$ cat src/rtl/ddr3_avl_arbiter_if.sv
// Bundle of requester-side (p0/p1) and controller-side (avl) signals for the
// two-port DDR3 Avalon arbiter; the arbiter uses the slave modport.
interface ddr3_avl_arbiter_if;
  logic         p0_read_req, p0_write_req, p0_burstbegin;
  logic [25:0]  p0_addr;
  logic [2:0]   p0_size;
  logic [127:0] p0_wdata;
  logic         p0_ready, p0_rdata_valid;
  logic [127:0] p0_rdata;

  logic         p1_read_req, p1_write_req, p1_burstbegin;
  logic [25:0]  p1_addr;
  logic [2:0]   p1_size;
  logic [127:0] p1_wdata;
  logic         p1_ready, p1_rdata_valid;
  logic [127:0] p1_rdata;

  logic         avl_ready;
  logic         avl_read_req, avl_write_req, avl_burstbegin;
  logic [25:0]  avl_addr;
  logic [2:0]   avl_size;
  logic [127:0] avl_wdata;
  logic         avl_rdata_valid;
  logic [127:0] avl_rdata;
  logic         error_ovf;

  modport slave (
    input  p0_read_req, p0_write_req, p0_burstbegin, p0_addr, p0_size, p0_wdata,
    output p0_ready, p0_rdata_valid, p0_rdata,
    input  p1_read_req, p1_write_req, p1_burstbegin, p1_addr, p1_size, p1_wdata,
    output p1_ready, p1_rdata_valid, p1_rdata,
    input  avl_ready, avl_rdata_valid, avl_rdata,
    output avl_read_req, avl_write_req, avl_burstbegin, avl_addr, avl_size, avl_wdata,
    output error_ovf
  );

  modport master (
    output p0_read_req, p0_write_req, p0_burstbegin, p0_addr, p0_size, p0_wdata,
    input  p0_ready, p0_rdata_valid, p0_rdata,
    output p1_read_req, p1_write_req, p1_burstbegin, p1_addr, p1_size, p1_wdata,
    input  p1_ready, p1_rdata_valid, p1_rdata,
    output avl_ready, avl_rdata_valid, avl_rdata,
    input  avl_read_req, avl_write_req, avl_burstbegin, avl_addr, avl_size, avl_wdata,
    input  error_ovf
  );
endinterface

$ cat src/rtl/ddr3_avl_arbiter.sv
// Two-port Avalon arbiter in front of a DDR3 controller: round-robin command grant,
// write-burst locking and tag-FIFO read-return routing. DDR3_ARB_FIXED_PRIO_EN gives port 0 fixed priority.
module ddr3_avl_arbiter #(
  parameter int TAG_DEPTH_LOG2 = 4
) (
  input logic               sodimm1_ddr3_avl_clk,
  input logic               sodimm1_ddr3_avl_reset,
  ddr3_avl_arbiter_if.slave bus
);
  localparam int TAG_DEPTH = 1 << TAG_DEPTH_LOG2;

  typedef enum logic {IDLE, WR_BURST} state_t;

  state_t                  r_state, w_state_nxt;
  logic                    r_owner;
  logic [2:0]              r_remain, r_beat_cnt;
  logic                    r_error_ovf;
  logic [TAG_DEPTH_LOG2:0] r_wptr, r_rptr;
  logic                    r_tag_port [TAG_DEPTH];
  logic [2:0]              r_tag_size [TAG_DEPTH];
`ifndef DDR3_ARB_FIXED_PRIO_EN
  logic                    r_last;
`endif

  logic       w_rst, w_req0, w_req1, w_gnt, w_gvld;
  logic       w_sel_rd, w_sel_wr, w_sel_bb, w_rdy, w_acc, w_push, w_pop;
  logic       w_tag_full, w_tag_empty, w_head_port, w_rd_hit;
  logic [2:0] w_sel_size, w_head_size, w_beat_inc;

  function automatic logic [2:0] eff_size(input logic [2:0] s);
    return (s == 3'd0) ? 3'd1 : s;
  endfunction

  assign w_rst  = sodimm1_ddr3_avl_reset;
  assign w_req0 = bus.p0_read_req | bus.p0_write_req;
  assign w_req1 = bus.p1_read_req | bus.p1_write_req;

  // Full is derived from registered pointers only, so a same-cycle pop cannot make room.
  assign w_tag_empty = (r_wptr == r_rptr);
  assign w_tag_full  = (r_wptr[TAG_DEPTH_LOG2] != r_rptr[TAG_DEPTH_LOG2]) &&
                       (r_wptr[TAG_DEPTH_LOG2-1:0] == r_rptr[TAG_DEPTH_LOG2-1:0]);
  assign w_head_port = r_tag_port[r_rptr[TAG_DEPTH_LOG2-1:0]];
  assign w_head_size = eff_size(r_tag_size[r_rptr[TAG_DEPTH_LOG2-1:0]]);

  always_comb begin
    w_state_nxt = r_state;
    w_gvld      = 1'b0;
    w_gnt       = 1'b0;
    case (r_state)
      IDLE: begin
        w_gvld = w_req0 | w_req1;
`ifdef DDR3_ARB_FIXED_PRIO_EN
        w_gnt  = ~w_req0;
`else
        w_gnt  = (w_req0 & w_req1) ? ~r_last : w_req1;
`endif
      end
      WR_BURST: begin
        w_gvld = 1'b1;
        w_gnt  = r_owner;
      end
      default: ;
    endcase

    w_sel_wr   = w_gnt ? bus.p1_write_req : bus.p0_write_req;
    w_sel_rd   = (r_state == IDLE) & ~w_sel_wr & (w_gnt ? bus.p1_read_req : bus.p0_read_req);
    w_sel_bb   = (r_state == IDLE) & (w_gnt ? bus.p1_burstbegin : bus.p0_burstbegin);
    w_sel_size = eff_size(w_gnt ? bus.p1_size : bus.p0_size);
    w_rdy      = ~w_rst & w_gvld & bus.avl_ready & ~(w_sel_rd & w_tag_full);
    w_acc      = w_rdy & (w_sel_rd | w_sel_wr);

    case (r_state)
      IDLE:     if (w_acc && w_sel_wr && (w_sel_size > 3'd1)) w_state_nxt = WR_BURST;
      WR_BURST: if (w_acc && (r_remain == 3'd1))             w_state_nxt = IDLE;
      default:  w_state_nxt = IDLE;
    endcase
  end

  assign w_push     = w_acc & w_sel_rd;
  assign w_rd_hit   = ~w_rst & bus.avl_rdata_valid & ~w_tag_empty;
  assign w_beat_inc = r_beat_cnt + 3'd1;
  assign w_pop      = w_rd_hit & (w_beat_inc == w_head_size);

  assign bus.avl_read_req   = ~w_rst & w_gvld & w_sel_rd & ~w_tag_full;
  assign bus.avl_write_req  = ~w_rst & w_gvld & w_sel_wr;
  assign bus.avl_burstbegin = ~w_rst & w_gvld & w_sel_bb;
  assign bus.avl_addr       = w_gnt ? bus.p1_addr  : bus.p0_addr;
  assign bus.avl_size       = w_gnt ? bus.p1_size  : bus.p0_size;
  assign bus.avl_wdata      = w_gnt ? bus.p1_wdata : bus.p0_wdata;
  assign bus.p0_ready       = w_rdy & ~w_gnt;
  assign bus.p1_ready       = w_rdy &  w_gnt;
  assign bus.p0_rdata_valid = w_rd_hit & ~w_head_port;
  assign bus.p1_rdata_valid = w_rd_hit &  w_head_port;
  assign bus.p0_rdata       = bus.avl_rdata;
  assign bus.p1_rdata       = bus.avl_rdata;
  assign bus.error_ovf      = r_error_ovf;

  always_ff @(posedge sodimm1_ddr3_avl_clk or posedge sodimm1_ddr3_avl_reset) begin
    if (sodimm1_ddr3_avl_reset) r_state <= IDLE;
    else                        r_state <= w_state_nxt;
  end

  always_ff @(posedge sodimm1_ddr3_avl_clk or posedge sodimm1_ddr3_avl_reset) begin
    if (sodimm1_ddr3_avl_reset) begin
      r_owner     <= 1'b0;
      r_remain    <= 3'd0;
      r_beat_cnt  <= 3'd0;
      r_wptr      <= '0;
      r_rptr      <= '0;
      r_error_ovf <= 1'b0;
`ifndef DDR3_ARB_FIXED_PRIO_EN
      r_last      <= 1'b1;
`endif
    end else begin
`ifndef DDR3_ARB_FIXED_PRIO_EN
      if (w_acc) r_last <= w_gnt;
`endif
      if (r_state == IDLE && w_state_nxt == WR_BURST) begin
        r_owner  <= w_gnt;
        r_remain <= w_sel_size - 3'd1;
      end else if (r_state == WR_BURST && w_acc) begin
        r_remain <= r_remain - 3'd1;
      end
      if (w_push) r_wptr <= r_wptr + 1'b1;
      if (w_pop)  r_rptr <= r_rptr + 1'b1;
      if (w_rd_hit) r_beat_cnt <= w_pop ? 3'd0 : w_beat_inc;
      if (bus.avl_rdata_valid && w_tag_empty) r_error_ovf <= 1'b1;
    end
  end

  // Tag payload is plain storage; validity is carried by the pointers.
  always_ff @(posedge sodimm1_ddr3_avl_clk) begin
    if (w_push) begin
      r_tag_port[r_wptr[TAG_DEPTH_LOG2-1:0]] <= w_gnt;
      r_tag_size[r_wptr[TAG_DEPTH_LOG2-1:0]] <= w_gnt ? bus.p1_size : bus.p0_size;
    end
  end
endmodule

$ cat src/flat_wrapper.sv
// flat-port wrapper written by rule: the top's interface ports become plain ports
module ddr3_avl_arbiter_flat 
#(
  parameter int TAG_DEPTH_LOG2 = 4
)
  (sodimm1_ddr3_avl_clk, sodimm1_ddr3_avl_reset, bus_p0_read_req, bus_p0_write_req, bus_p0_burstbegin, bus_p0_addr, bus_p0_size, bus_p0_wdata, bus_p0_ready, bus_p0_rdata_valid, bus_p0_rdata, bus_p1_read_req, bus_p1_write_req, bus_p1_burstbegin, bus_p1_addr, bus_p1_size, bus_p1_wdata, bus_p1_ready, bus_p1_rdata_valid, bus_p1_rdata, bus_avl_ready, bus_avl_rdata_valid, bus_avl_rdata, bus_avl_read_req, bus_avl_write_req, bus_avl_burstbegin, bus_avl_addr, bus_avl_size, bus_avl_wdata, bus_error_ovf);
  ddr3_avl_arbiter_if bus_i ();
  input logic sodimm1_ddr3_avl_clk;
  input logic sodimm1_ddr3_avl_reset;
  input wire logic [$bits(bus_i.p0_read_req)-1:0] bus_p0_read_req;
  input wire logic [$bits(bus_i.p0_write_req)-1:0] bus_p0_write_req;
  input wire logic [$bits(bus_i.p0_burstbegin)-1:0] bus_p0_burstbegin;
  input wire logic [$bits(bus_i.p0_addr)-1:0] bus_p0_addr;
  input wire logic [$bits(bus_i.p0_size)-1:0] bus_p0_size;
  input wire logic [$bits(bus_i.p0_wdata)-1:0] bus_p0_wdata;
  output wire logic [$bits(bus_i.p0_ready)-1:0] bus_p0_ready;
  output wire logic [$bits(bus_i.p0_rdata_valid)-1:0] bus_p0_rdata_valid;
  output wire logic [$bits(bus_i.p0_rdata)-1:0] bus_p0_rdata;
  input wire logic [$bits(bus_i.p1_read_req)-1:0] bus_p1_read_req;
  input wire logic [$bits(bus_i.p1_write_req)-1:0] bus_p1_write_req;
  input wire logic [$bits(bus_i.p1_burstbegin)-1:0] bus_p1_burstbegin;
  input wire logic [$bits(bus_i.p1_addr)-1:0] bus_p1_addr;
  input wire logic [$bits(bus_i.p1_size)-1:0] bus_p1_size;
  input wire logic [$bits(bus_i.p1_wdata)-1:0] bus_p1_wdata;
  output wire logic [$bits(bus_i.p1_ready)-1:0] bus_p1_ready;
  output wire logic [$bits(bus_i.p1_rdata_valid)-1:0] bus_p1_rdata_valid;
  output wire logic [$bits(bus_i.p1_rdata)-1:0] bus_p1_rdata;
  input wire logic [$bits(bus_i.avl_ready)-1:0] bus_avl_ready;
  input wire logic [$bits(bus_i.avl_rdata_valid)-1:0] bus_avl_rdata_valid;
  input wire logic [$bits(bus_i.avl_rdata)-1:0] bus_avl_rdata;
  output wire logic [$bits(bus_i.avl_read_req)-1:0] bus_avl_read_req;
  output wire logic [$bits(bus_i.avl_write_req)-1:0] bus_avl_write_req;
  output wire logic [$bits(bus_i.avl_burstbegin)-1:0] bus_avl_burstbegin;
  output wire logic [$bits(bus_i.avl_addr)-1:0] bus_avl_addr;
  output wire logic [$bits(bus_i.avl_size)-1:0] bus_avl_size;
  output wire logic [$bits(bus_i.avl_wdata)-1:0] bus_avl_wdata;
  output wire logic [$bits(bus_i.error_ovf)-1:0] bus_error_ovf;
  assign bus_i.p0_read_req = bus_p0_read_req;
  assign bus_i.p0_write_req = bus_p0_write_req;
  assign bus_i.p0_burstbegin = bus_p0_burstbegin;
  assign bus_i.p0_addr = bus_p0_addr;
  assign bus_i.p0_size = bus_p0_size;
  assign bus_i.p0_wdata = bus_p0_wdata;
  assign bus_p0_ready = bus_i.p0_ready;
  assign bus_p0_rdata_valid = bus_i.p0_rdata_valid;
  assign bus_p0_rdata = bus_i.p0_rdata;
  assign bus_i.p1_read_req = bus_p1_read_req;
  assign bus_i.p1_write_req = bus_p1_write_req;
  assign bus_i.p1_burstbegin = bus_p1_burstbegin;
  assign bus_i.p1_addr = bus_p1_addr;
  assign bus_i.p1_size = bus_p1_size;
  assign bus_i.p1_wdata = bus_p1_wdata;
  assign bus_p1_ready = bus_i.p1_ready;
  assign bus_p1_rdata_valid = bus_i.p1_rdata_valid;
  assign bus_p1_rdata = bus_i.p1_rdata;
  assign bus_i.avl_ready = bus_avl_ready;
  assign bus_i.avl_rdata_valid = bus_avl_rdata_valid;
  assign bus_i.avl_rdata = bus_avl_rdata;
  assign bus_avl_read_req = bus_i.avl_read_req;
  assign bus_avl_write_req = bus_i.avl_write_req;
  assign bus_avl_burstbegin = bus_i.avl_burstbegin;
  assign bus_avl_addr = bus_i.avl_addr;
  assign bus_avl_size = bus_i.avl_size;
  assign bus_avl_wdata = bus_i.avl_wdata;
  assign bus_error_ovf = bus_i.error_ovf;
  ddr3_avl_arbiter #(.TAG_DEPTH_LOG2(TAG_DEPTH_LOG2)) u_core (.sodimm1_ddr3_avl_clk(sodimm1_ddr3_avl_clk), .sodimm1_ddr3_avl_reset(sodimm1_ddr3_avl_reset), .bus(bus_i));
endmodule
$ cat config.mk
export PLATFORM = sky130hd
export DESIGN_NAME = ddr3_avl_arbiter_flat
export DESIGN_NICKNAME = d
export VERILOG_FILES = /design/src/rtl/ddr3_avl_arbiter_if.sv /design/src/rtl/ddr3_avl_arbiter.sv /design/src/flat_wrapper.sv
export SDC_FILE = /design/constraint.sdc
export NUM_CORES = 1
export LEC_CHECK = 0
export CORE_AREA = 5 5 334 336
export DETAILED_ROUTE_END_ITERATION = 8
export DIE_AREA = 0 0 339 341
export GPL_TIMING_DRIVEN = 0
export SLEW_MARGIN = 10
export SYNTH_ARGS = -nofsm -noshare
export SYNTH_HDL_FRONTEND = slang
export SYNTH_SLANG_ARGS = --single-unit
$ cat constraint.sdc
create_clock -name sodimm1_ddr3_avl_clk -period 4.2 [get_ports sodimm1_ddr3_avl_clk]
set_input_delay 0.84 -clock sodimm1_ddr3_avl_clk [delete_from_list [all_inputs] [get_ports sodimm1_ddr3_avl_clk]]
set_output_delay 0.84 -clock sodimm1_ddr3_avl_clk [all_outputs]
set_load 0.01 [all_outputs]
==> impl_metrics.py, run 1 <==
metrics = {
    "synth": {
        "synth_edf_count": 64,
        "synth_cell_types": 52,
        "synth-main-ff-cell": "edfxtp_1",
        "ys_seq_area_frac": 0.3137,
        "syn-cell-area_sq_mm": 0.007726,
        "synth_area_leaders": "buf_4 25%, edfxtp_1 25%, mux2_2 23%",
        "synth_top_area_share": 0.2507,
        "synthesis.nets": 1161,
        "ys_ff_latch": 84,
        "yosys_warnings": 0,
        "async_flop_share": 0.2381,
        "yosysTopAreaCell": "buf_4",
        "syn_avg_cell_area_sq_um": 11.04,
        "synth_cells": 700,
    },
    "route": {
        "drt_first_pass_iters": 4,
        "drt_iter0_markers": 381,
        "wirelength_microns": 85090,
        "ant_nets": 0,
        "vias_per_cell": 2.914,
        "post_drt_wl_per_cell_microns": 29.08,
        "drc": 0,
        "num_vias": 8525,
    },
    "critical_path": {
        "endpoint_kind": "output port",
        "slowest_delay_ns": 0.47,
        "crit_fanout": 11,
        "cp_cell_sequence": "clkdlybuf4s50_1 > o21a_1 > o21a_2 > a21oi_4 > buf_4 > buf_12 > clkbuf_16 > mux2_2 > clkdlybuf4s50_1",
        "cpMostUsedCell": "clkdlybuf4s50_1",
        "crit_buf_inv": 5,
        "path_depth": 9,
        "crit_path_start": "bus_p0_read_req",
        "worstSetupPathType": "in -> out",
        "arrival_ns": 3.25,
        "crit_family": "buffers and inverters",
        "worst_ep_required_time_ns": 3.36,
        "r2r_start": "u_core.r_rptr[0]$_DFFE_PP0P_",
        "critPathLaunchType": "input pin",
        "worstRegToRegCells": 8,
        "cp_slowest_cell": "clkdlybuf4s50_1",
    },
    "status": {
        "outcome": "completed",
    },
    "pwr": {
        "p_sw_frac": 0.4055,
        "p_int_mw": 4.467,
        "ir_drop_uv": 252.2,
        "p_clk_frac": 0.106,
        "p_leak_nw": 7.136,
        "pwr-share-seq": 0.151,
        "powerDensity_mw_per_mm2": 422.4,
        "combPwrFrac": 0.742,
        "p_sw_mw": 3.046,
    },
    "sta": {
        "timing.fmax_mhz": 244.7,
        "final-max-slew-violation-count": 0,
        "max_slew_margin": 0.3813,
        "setup_violations": 0,
        "tightest_slew_ns": 0.9210,
        "holdWs_ns": 0.4524,
        "fin_setup_tns_ns": 0,
        "fin_crit_sh": 0.9730,
        "period_minus_slack_ns": 4.087,
        "skew_ns": 0.006880,
        "final_hold_viol_count": 0,
        "fin_ws_ns": 0.1132,
    },
    "clock_network": {
        "cts_hold_buf": 0,
        "clkTransAtPathRegs_ns": 0.06,
        "cts_tree": "done",
        "htreeDepth": 3,
        "clock_latency_ns": 0.33,
        "cts-root-buf": "clkbuf_16",
        "clockBufferDepth": 2,
        "cts_sinks": 84,
        "numCtsBuffers": 9,
    },
    "grt": {
        "grt_usage": 0.1381,
        "grt_pass1_wl_microns": 102000,
        "grt_pass1_vias": 8500,
        "grt_max_degree": 26,
        "overflow": 0,
        "antenna_found_initial": 148,
    },
    "floorplanning": {
        "die_height_microns": 341,
        "core-area_sq_mm": 0.1082,
        "ioPinCount": 873,
        "dieWidth_microns": 339,
        "dieArea_sq_mm": 0.1156,
        "rows": 121,
        "start_util": 0.07137,
    },
    "placed_design": {
        "hpwlAfterDp_microns": 78550,
        "post-place-ws_ns": -2.215,
        "port_buffers": 744,
        "globalplace.congestion": 0.8074,
        "place_inst": 2858,
    },
    "worst_hold_path": {
        "holdCritStartpoint": "u_core.bus.error_ovf$_DFFE_PP0P_",
        "hold_path_depth": 1,
        "min_path_type": "reg -> reg",
    },
    "cells_and_area": {
        "fin_cells": 2926,
        "final_nets": 1940,
        "drive_gt1_frac": 0.3443,
        "area_growth_pct": 130.2,
    },
    "run": {
        "cap_violations": 0,
    },
}
[synth_stat cells, drive strengths merged (2+ instances only)]
cell type,n
a21oi,5
a22oi,3
a31o,2
and4,2
buf,262
clkbuf,19
dfrtp,19
edfxtp,64
ha,9
inv,11
mux2,159
mux2i,8
mux4,17
nand2,22
nand2b,4
nand3,5
nand4,4
nor2,22
nor2b,7
nor3,14
nor3b,2
o21a,2
o21ai,5
xnor2,13
xor2,5
[worst paths after layout]
| kind | end | slack, ns |
|---|---|---|
| hold reg to reg | u_core.bus.error_ovf$_DFFE_PP0P_ | 0.45 |
| min in group asynchronous | u_core.r_owner$_DFFE_PP0P_ | 1.04 |
| max in group asynchronous | u_core.r_wptr[1]$_DFFE_PP0P_ | 2.74 |
| setup / recovery | bus_avl_addr[24] | 0.11 |
| setup reg to reg | u_core.r_tag_size[0][2]$_DFFE_PP_ | 0.88 |
| hold / removal | u_core.bus.error_ovf$_DFFE_PP0P_ | 0.45 |
[per-stage QoR]
step | area [sq um] | power [mW] | utilization
6_report | 17790 | 7.513 | 0.1643
5_1_grt | 17720 | 7.995 | 0.1637
4_1_cts | 17480 | 7.509 | 0.1615
3_5_place_dp | 16950 | 6.527 | 0.1566
3_3_place_gp | 16940 | 6.529 | 0.1565
2_1_floorplan | 7726 | 3.666 | -
[power by group through the flow]
stage | Clock (mW) | Combinational (mW) | Sequential, mW
2_1_floorplan | 0 | 2.53 | 1.14
3_3_place_gp | 0 | 5.38 | 1.15
3_5_place_dp | 0 | 5.37 | 1.16
4_1_cts | 0.811 | 5.56 | 1.14
5_1_grt | 0.844 | 6.00 | 1.15
6_report | 0.797 | 5.58 | 1.14
[per-layer routing]
metal	track usage	up-vias	wire (microns)
met5	0	-	48
met4	0.009091	8	2290
met1	0.1194	3887	24690
met2	0.2976	588	49590
li1	-	3789	-
met3	0.06018	253	8470
[what timing repair did]
item,CTS,global route
setup buffers,6,15
endpoints found under the setup margin,198,45
gates resized for setup,195,39
pin swaps,0,1
endpoints found under the hold margin,0,0
gates cloned,0,3
[layout make-up]
| cell class | instances | area [sq um] |
|---|---|---|
| diodes | 28 | 70.07 |
| plain buffers | 281 | 2341 |
| clock buffers | 11 | 242.7 |
| clock inverters | 5 | 61.31 |
| fillers | 12060 | 90460 |
| inverters | 11 | 45.04 |
| multi-input cells | 324 | 3236 |
| flip-flops and latches | 84 | 2424 |
| well taps | 1414 | 1769 |
| repair buffers | 767 | 7592 |
| repair inverters | 1 | 5.005 |
[cells in the final DEF, fill, tap and decap left out, types with 4 or more instances in the layout]
| master | instances |
|---|---|
| a21oi_1 | 4 |
| buf_4 | 276 |
| buf_6 | 5 |
| clkbuf_16 | 20 |
| clkbuf_8 | 6 |
| clkdlybuf4s15_2 | 5 |
| clkdlybuf4s50_1 | 592 |
| clkinvlp_4 | 4 |
| dfrtp_1 | 19 |
| diode_2 | 28 |
| dlygate4sd2_1 | 114 |
| dlymetal6s2s_1 | 31 |
| edfxtp_1 | 64 |
| ha_1 | 9 |
| inv_1 | 8 |
| mux2_2 | 156 |
| mux2i_1 | 8 |
| mux4_1 | 4 |
| mux4_2 | 13 |
| nand2_1 | 22 |
| nand2b_1 | 4 |
| nand4_1 | 4 |
| nor2_1 | 21 |
| nor2b_1 | 7 |
| nor3_1 | 14 |
| o21ai_0 | 4 |
| xnor2_1 | 13 |
| xor2_1 | 5 |
[state kept, by name, indices dropped and copies added (netlist names)]
name	flops
u_core.bus.error_ovf	1
u_core.r_beat_cnt	3
u_core.r_last	1
u_core.r_owner	1
u_core.r_remain	3
u_core.r_rptr	5
u_core.r_state	1
u_core.r_tag_port	16
u_core.r_tag_size	48
u_core.r_wptr	5
[cells by family (layout without fill, tap and decap cells)]
kind of cell    count (synthesis)  after routing  share of synthesized area
fa+ha+maj                       9              9                    0.01458
other cells                     0             28                          0
mux                           184            184                     0.2941
flops                          84             84                     0.3137
buf+inv                       292           1076                     0.2695
xor+xnor                       18             18                    0.02040
simple gates                   89             89                    0.05976
compound gates                 24             24                    0.02802
No activity file was read; power rests on OpenSTA's default activity.
==> run 2: changes to the inputs <==
--- a/config.mk
+++ b/config.mk
@@ -9,6 +9,8 @@
 export DETAILED_ROUTE_END_ITERATION = 8
 export DIE_AREA = 0 0 339 341
 export GPL_TIMING_DRIVEN = 0
+export PLACE_DENSITY_LB_ADDON = 0.12
+export REMOVE_ABC_BUFFERS = 1
 export SLEW_MARGIN = 10
 export SYNTH_ARGS = -nofsm -noshare
 export SYNTH_HDL_FRONTEND = slang
==> run 2 against run 1 <==
  * Core utilization shrank 4.2 points
  * Count of clock-buffer cells in the layout increased by 2
  * Design area fell by 25%
  * Combinational power decreased by 10%
  * Fmax fell by 0.86%
  * First-iteration DRC count decreased by 3.7%
  * Clock skew shrank 0.00094 ns
  * Clock power fell by 2.6%
  * Via count is 17% lower
  * Worst hold slack improved by 0.0091 ns
  * Flip-flop and latch count is the same
  * Critical path depth increased by 2
  * Largest power group unchanged
==> impl_metrics.py, run 2 (synthesized netlist as in run 1, its figures left out) <==
metrics = {
    "route": {
        "vias_per_cell": 2.957,
        "drt_first_pass_iters": 4,
        "ant_nets": 0,
        "post_drt_wl_per_cell_microns": 43.02,
        "num_vias": 7077,
        "drt_iter0_markers": 367,
        "drc": 0,
        "wirelength_microns": 102900,
    },
    "floorplanning": {
        "core-area_sq_mm": 0.1082,
        "rows": 121,
        "dieArea_sq_mm": 0.1156,
        "die_height_microns": 341,
        "ioPinCount": 873,
        "dieWidth_microns": 339,
        "start_util": 0.07137,
    },
    "sta": {
        "final-max-slew-violation-count": 0,
        "rsz0062_at_grt": "false",
        "setup_violations": 0,
        "fin_crit_sh": 0.9815,
        "max_slew_margin": 0.3335,
        "period_minus_slack_ns": 4.122,
        "holdWs_ns": 0.4615,
        "fin_setup_tns_ns": 0,
        "tightest_slew_ns": 0.9921,
        "timing.fmax_mhz": 242.6,
        "skew_ns": 0.005944,
        "final_hold_viol_count": 0,
    },
    "critical_path": {
        "endpoint_kind": "output port",
        "slowest_delay_ns": 0.50,
        "arrival_ns": 3.28,
        "r2r_slack_ns": 0.72,
        "cp_slowest_cell": "clkdlybuf4s50_1",
        "worstSetupPathType": "in -> out",
        "cp_cell_sequence": "clkdlybuf4s50_1 > nor2_1 > o21a_4 > a21oi_4 > buf_12 > buf_12 > buf_16 > buf_16 > bufbuf_16 > mux2_2 > clkdlybuf4s15_1",
        "critPathLaunchType": "input pin",
        "worst_ep_required_time_ns": 3.36,
        "crit_fanout": 11,
    },
    "pwr": {
        "ir_drop_uv": 245.0,
        "p_sw_mw": 2.792,
        "p_leak_nw": 4.766,
        "powerDensity_mw_per_mm2": 532.8,
        "p_clk_frac": 0.110,
        "p_int_mw": 4.270,
        "pwr-share-seq": 0.183,
        "total_power_mw": 7.061,
        "p_sw_frac": 0.3954,
        "combPwrFrac": 0.708,
    },
    "grt": {
        "grt_max_degree": 23,
        "grt_pass1_wl_microns": 120900,
        "overflow": 0,
        "antenna_found_initial": 106,
        "grt_usage": 0.1712,
        "grt_pass1_vias": 7339,
    },
    "cells_and_area": {
        "layout_commonest_cell": "clkdlybuf4s50_1",
        "final_nets": 1409,
        "drive_gt1_frac": 0.2508,
        "area_growth_pct": 71.53,
        "fill_cells": 12280,
        "final_cell_mix": "368 x clkdlybuf4s50_1, 151 x mux2_2, 75 x dlygate4sd2_1",
        "largest_register_ff_count": 48,
    },
    "clock_network": {
        "clock_latency_ns": 0.34,
        "clockBufferDepth": 2,
        "clkTransAtPathRegs_ns": 0.06,
        "cts_hold_buf": 0,
        "cts-root-buf": "clkbuf_16",
        "cts_sinks": 84,
        "numCtsBuffers": 9,
        "htreeDepth": 3,
        "cts_tree": "done",
    },
    "status": {
        "outcome": "completed",
    },
    "worst_hold_path": {
        "min_path_type": "reg -> reg",
    },
    "placed_design": {
        "hpwlAfterDp_microns": 90300,
        "globalplace.congestion": 0.8017,
        "port_buffers": 488,
    },
    "run": {
        "cap_violations": 0,
    },
}
## run 2: cell count changes in the layout (fill, tap and decap cells not counted), sizes merged, moves of 2 or more
cell	before	now
clkbuf	30	16
clkdlybuf4s15	6	15
clkinvlp	5	2
dlymetal6s2s	31	24
dlygate4sd2	114	75
bufbuf	0	6
clkdlybuf4s50	592	368
buf	286	27
diode	28	26
## run 2: path summary, 6_finish.rpt
path	endpoint	start	cells past startpoint
worst min-delay path	u_core.bus.error_ovf$_DFFE_PP0P_	u_core.bus.error_ovf$_DFFE_PP0P_	1
worst max register to register	u_core.r_tag_size[1][0]$_DFFE_PP_	u_core.r_rptr[2]$_DFFE_PP0P_	6
max in group asynchronous	u_core.r_rptr[1]$_DFFE_PP0P_	sodimm1_ddr3_avl_reset	2
worst max-delay path	bus_avl_wdata[33]	bus_p1_read_req	11
worst min register to register	u_core.bus.error_ovf$_DFFE_PP0P_	u_core.bus.error_ovf$_DFFE_PP0P_	1
min in group asynchronous	u_core.bus.error_ovf$_DFFE_PP0P_	sodimm1_ddr3_avl_reset	2
## run 2: repair_timing
item | 4_1_cts | 5_1_grt
endpoints found under the setup margin | 163 | 42
pin swaps | 0 | 2
resized for setup | 136 | 40
setup buffers | 15 | 1
gates cloned | 6 | 0
## run 2: power by group through the flow
stage                     Sequential, mW  Combinational, mW  Clock, mW
after floorplan                     1.22               2.23          0
after global placement              1.29               3.37          0
after detailed placement            1.32               4.73          0
after CTS                           1.31               5.18      0.816
after global routing                1.32               5.35      0.850
final                               1.29               5.00      0.776
## run 2: metal layers
layer  share of wire  routed length [microns]  vias to the layer above  global-route usage
met4           0.020                     2043                       90             0.02483
li1                -                        -                     2735                   -
met5           0.020                     2066                        -              0.1033
met1            0.36                    36720                     3245              0.1719
met2            0.38                    39310                      804              0.2340
met3            0.22                    22810                      203              0.1898
## run 2: worst max-delay path: cells and delay by family
kind            cells  cell delay (ns)
simple gates        1             0.09
compound gates      2             0.40
mux                 1             0.33
buf+inv             7             1.60
## run 2: final cells by class
cell class,instances,area [sq um],share of cell area
diodes,26,65.06,0.004909
inverters,11,48.80,0.003682
flip-flops and latches,84,2426,0.1831
clock buffers,13,240.2,0.01813
clock inverters,3,37.54,0.002832
repair buffers,518,5389,0.4066
well taps,1414,1769,0.1335
multi-input cells,324,3277,0.2473
## run 2: through the flow
stage / setup WS, ns / cells / cell area [sq um] / utilization
3_5_place_dp: -1.519 / 2329 / 12520 / 0.1157
4_1_cts: 0.00001643 / 2366 / 13110 / 0.1211
5_1_grt: 0.007994 / 2370 / 13200 / 0.1219
2_1_floorplan: -3.507 / 419 / 5685 / -
3_3_place_gp: -9.262 / 2321 / 12340 / 0.1140
6_report: 0.07785 / 2393 / 13250 / 0.1224
==> run 3: changes to the inputs <==
--- a/config.mk
+++ b/config.mk
@@ -9,6 +9,7 @@
 export DETAILED_ROUTE_END_ITERATION = 8
 export DIE_AREA = 0 0 339 341
 export GPL_TIMING_DRIVEN = 0
+export MAX_ROUTING_LAYER = met4
 export PLACE_DENSITY_LB_ADDON = 0.12
 export REMOVE_ABC_BUFFERS = 1
 export SLEW_MARGIN = 10
==> run 3 against run 2 <==
  * Non-clock buffer count unchanged
  * Final cell count increased by 1.5%
  * Design area is 0.66% higher
  * Fmax decreased by 0.44%
  * Register-to-register slack barely moved
  * Die area is the same
  * Core utilization is 0.081 points higher
  * Total power grew 0.11%
  * Setup slack got worse by 0.018 ns
  * Combinational power about the same
  * Largest cell class unchanged
==> impl_metrics.py, run 3 (synthesized netlist as in run 1, its figures left out) <==
metrics = {
    "status": {
        "outcome": "completed",
    },
    "pwr": {
        "p_leak_nw": 4.757,
        "p_int_mw": 4.270,
        "p_sw_frac": 0.3959,
        "p_clk_frac": 0.110,
        "powerDensity_mw_per_mm2": 529.9,
        "combPwrFrac": 0.708,
        "p_sw_mw": 2.798,
        "pwr-share-seq": 0.182,
        "ir_drop_uv": 243.5,
    },
    "route": {
        "num_vias": 7121,
        "dr_wl_met2_microns": 40220,
        "drt_first_pass_iters": 4,
        "drc": 0,
        "topRoutingLayerUsed": "met4",
        "drt_iter0_markers": 352,
        "vias_per_cell": 2.932,
        "met1Wirelength_microns": 38830,
        "ant_nets": 0,
        "wirelength_microns": 103400,
        "wl_met3_microns": 22790,
        "post_drt_wl_per_cell_microns": 42.59,
    },
    "sta": {
        "final-max-slew-violation-count": 0,
        "max_slew_margin": 0.3332,
        "fin_setup_tns_ns": 0,
        "rsz0062_at_grt": "true",
        "fin_crit_sh": 0.9858,
        "tightest_slew_ns": 0.9926,
        "skew_ns": 0.006700,
        "setup_violations": 0,
        "fin_ws_ns": 0.05983,
        "period_minus_slack_ns": 4.140,
        "timing.fmax_mhz": 241.5,
        "final_hold_viol_count": 0,
    },
    "critical_path": {
        "endpoint_kind": "output port",
        "cp_slowest_cell": "clkdlybuf4s50_1",
        "r2r_start": "u_core.r_rptr[0]$_DFFE_PP0P_",
        "crit_family": "buffers and inverters",
        "crit_buf_inv": 7,
        "path_depth": 11,
        "arrival_ns": 3.30,
        "worst_ep_required_time_ns": 3.36,
        "critPathLaunchType": "input pin",
        "worstRegToRegCells": 6,
        "slowest_delay_ns": 0.49,
        "r2r_slack_ns": 0.73,
        "cp_cell_sequence": "clkdlybuf4s50_1 > nor2_1 > o21a_4 > a21oi_4 > buf_12 > buf_12 > buf_16 > buf_16 > bufbuf_16 > mux2_2 > clkdlybuf4s15_1",
        "crit_path_start": "bus_p1_read_req",
        "worstSetupPathType": "in -> out",
        "crit_fanout": 11,
    },
    "floorplanning": {
        "start_util": 0.07137,
        "ioPinCount": 873,
        "rows": 121,
        "dieWidth_microns": 339,
        "die_height_microns": 341,
        "dieArea_sq_mm": 0.1156,
        "core-area_sq_mm": 0.1082,
    },
    "cells_and_area": {
        "fin_cells": 2429,
        "final_nets": 1409,
        "drive_gt1_frac": 0.2508,
        "layout_commonest_cell": "clkdlybuf4s50_1",
        "area_growth_pct": 72.66,
        "final_cell_mix": "369 x clkdlybuf4s50_1, 151 x mux2_2, 75 x dlygate4sd2_1",
        "largest_register_ff_count": 48,
    },
    "clock_network": {
        "cts-root-buf": "clkbuf_16",
        "numCtsBuffers": 9,
        "cts_tree": "done",
        "clock_latency_ns": 0.34,
        "clkTransAtPathRegs_ns": 0.06,
        "cts_sinks": 84,
        "htreeDepth": 3,
        "clockBufferDepth": 2,
    },
    "placed_design": {
        "place_inst": 2329,
        "globalplace.congestion": 0.8133,
        "hpwlAfterDp_microns": 90300,
        "post-place-ws_ns": -1.519,
        "port_buffers": 488,
    },
    "worst_hold_path": {
        "hold_path_depth": 1,
        "min_path_type": "reg -> reg",
        "holdCritStartpoint": "u_core.bus.error_ovf$_DFFE_PP0P_",
    },
    "grt": {
        "grt_pass1_wl_microns": 121100,
        "grt_usage": 0.1766,
        "grt_max_degree": 23,
        "overflow": 0,
        "antenna_found_initial": 110,
        "grt_pass1_vias": 7316,
    },
    "run": {
        "cap_violations": 0,
    },
}
## run 3: changes by cell type in the layout (fill, tap and decap cells not counted), sizes merged
cell and change:
clkdlybuf4s50 +1, diode +36, dlymetal6s2s -1
## run 3: final cells by class
cell class	count	area (sq um)
Tap cell	1414	1769
Clock inverter	3	37.54
Clock buffer	13	240.2
Timing Repair Buffer	518	5386
Sequential cell	84	2426
Inverter	11	48.80
Multi-Input combinational cell	324	3277
Antenna cell	62	155.1
Fill cell	12260	94910
## run 3: per-layer routing
layer / track usage / up-vias
met5: - / -
met1: 0.1795 / 3320
met2: 0.2403 / 887
met3: 0.1909 / 119
met4: 0.01573 / 0
li1: - / 2795
## run 3: worst paths after layout
| path | end |
|---|---|
| max | bus_avl_wdata[110] |
| min | u_core.bus.error_ovf$_DFFE_PP0P_ |
| max reg2reg | u_core.r_tag_size[1][0]$_DFFE_PP_ |
| min reg2reg | u_core.bus.error_ovf$_DFFE_PP0P_ |
| max in group asynchronous | u_core.r_rptr[1]$_DFFE_PP0P_ |
| min in group asynchronous | u_core.r_beat_cnt[0]$_DFFE_PP0P_ |
## run 3: power groups by stage
stage | clock network (mW) | logic (mW) | registers (mW)
2_1_floorplan | 0 | 2.23 | 1.22
3_3_place_gp | 0 | 3.37 | 1.29
3_5_place_dp | 0 | 4.73 | 1.32
4_1_cts | 0.816 | 5.18 | 1.31
5_1_grt | 0.850 | 5.34 | 1.32
6_report | 0.778 | 5.01 | 1.28
## run 3: through the flow
step	util	cell area, sq um	hold WS, ns	power (mW)
floorplan	-	5685	0.4596	3.449
global placement	0.1140	12340	0.4496	4.657
detailed placement	0.1157	12520	0.4597	6.056
CTS	0.1211	13110	0.4739	7.296
global route	0.1230	13310	0.4979	7.512
finish	0.1232	13340	0.4616	7.069
## run 3: what timing repair did
item	CTS	global route
gates cloned	6	0
setup endpoints to repair	163	40
hold endpoints to repair	0	0
hold buffers	0	0
setup buffers	15	1
gates resized for setup	136	39
pin swaps	0	1
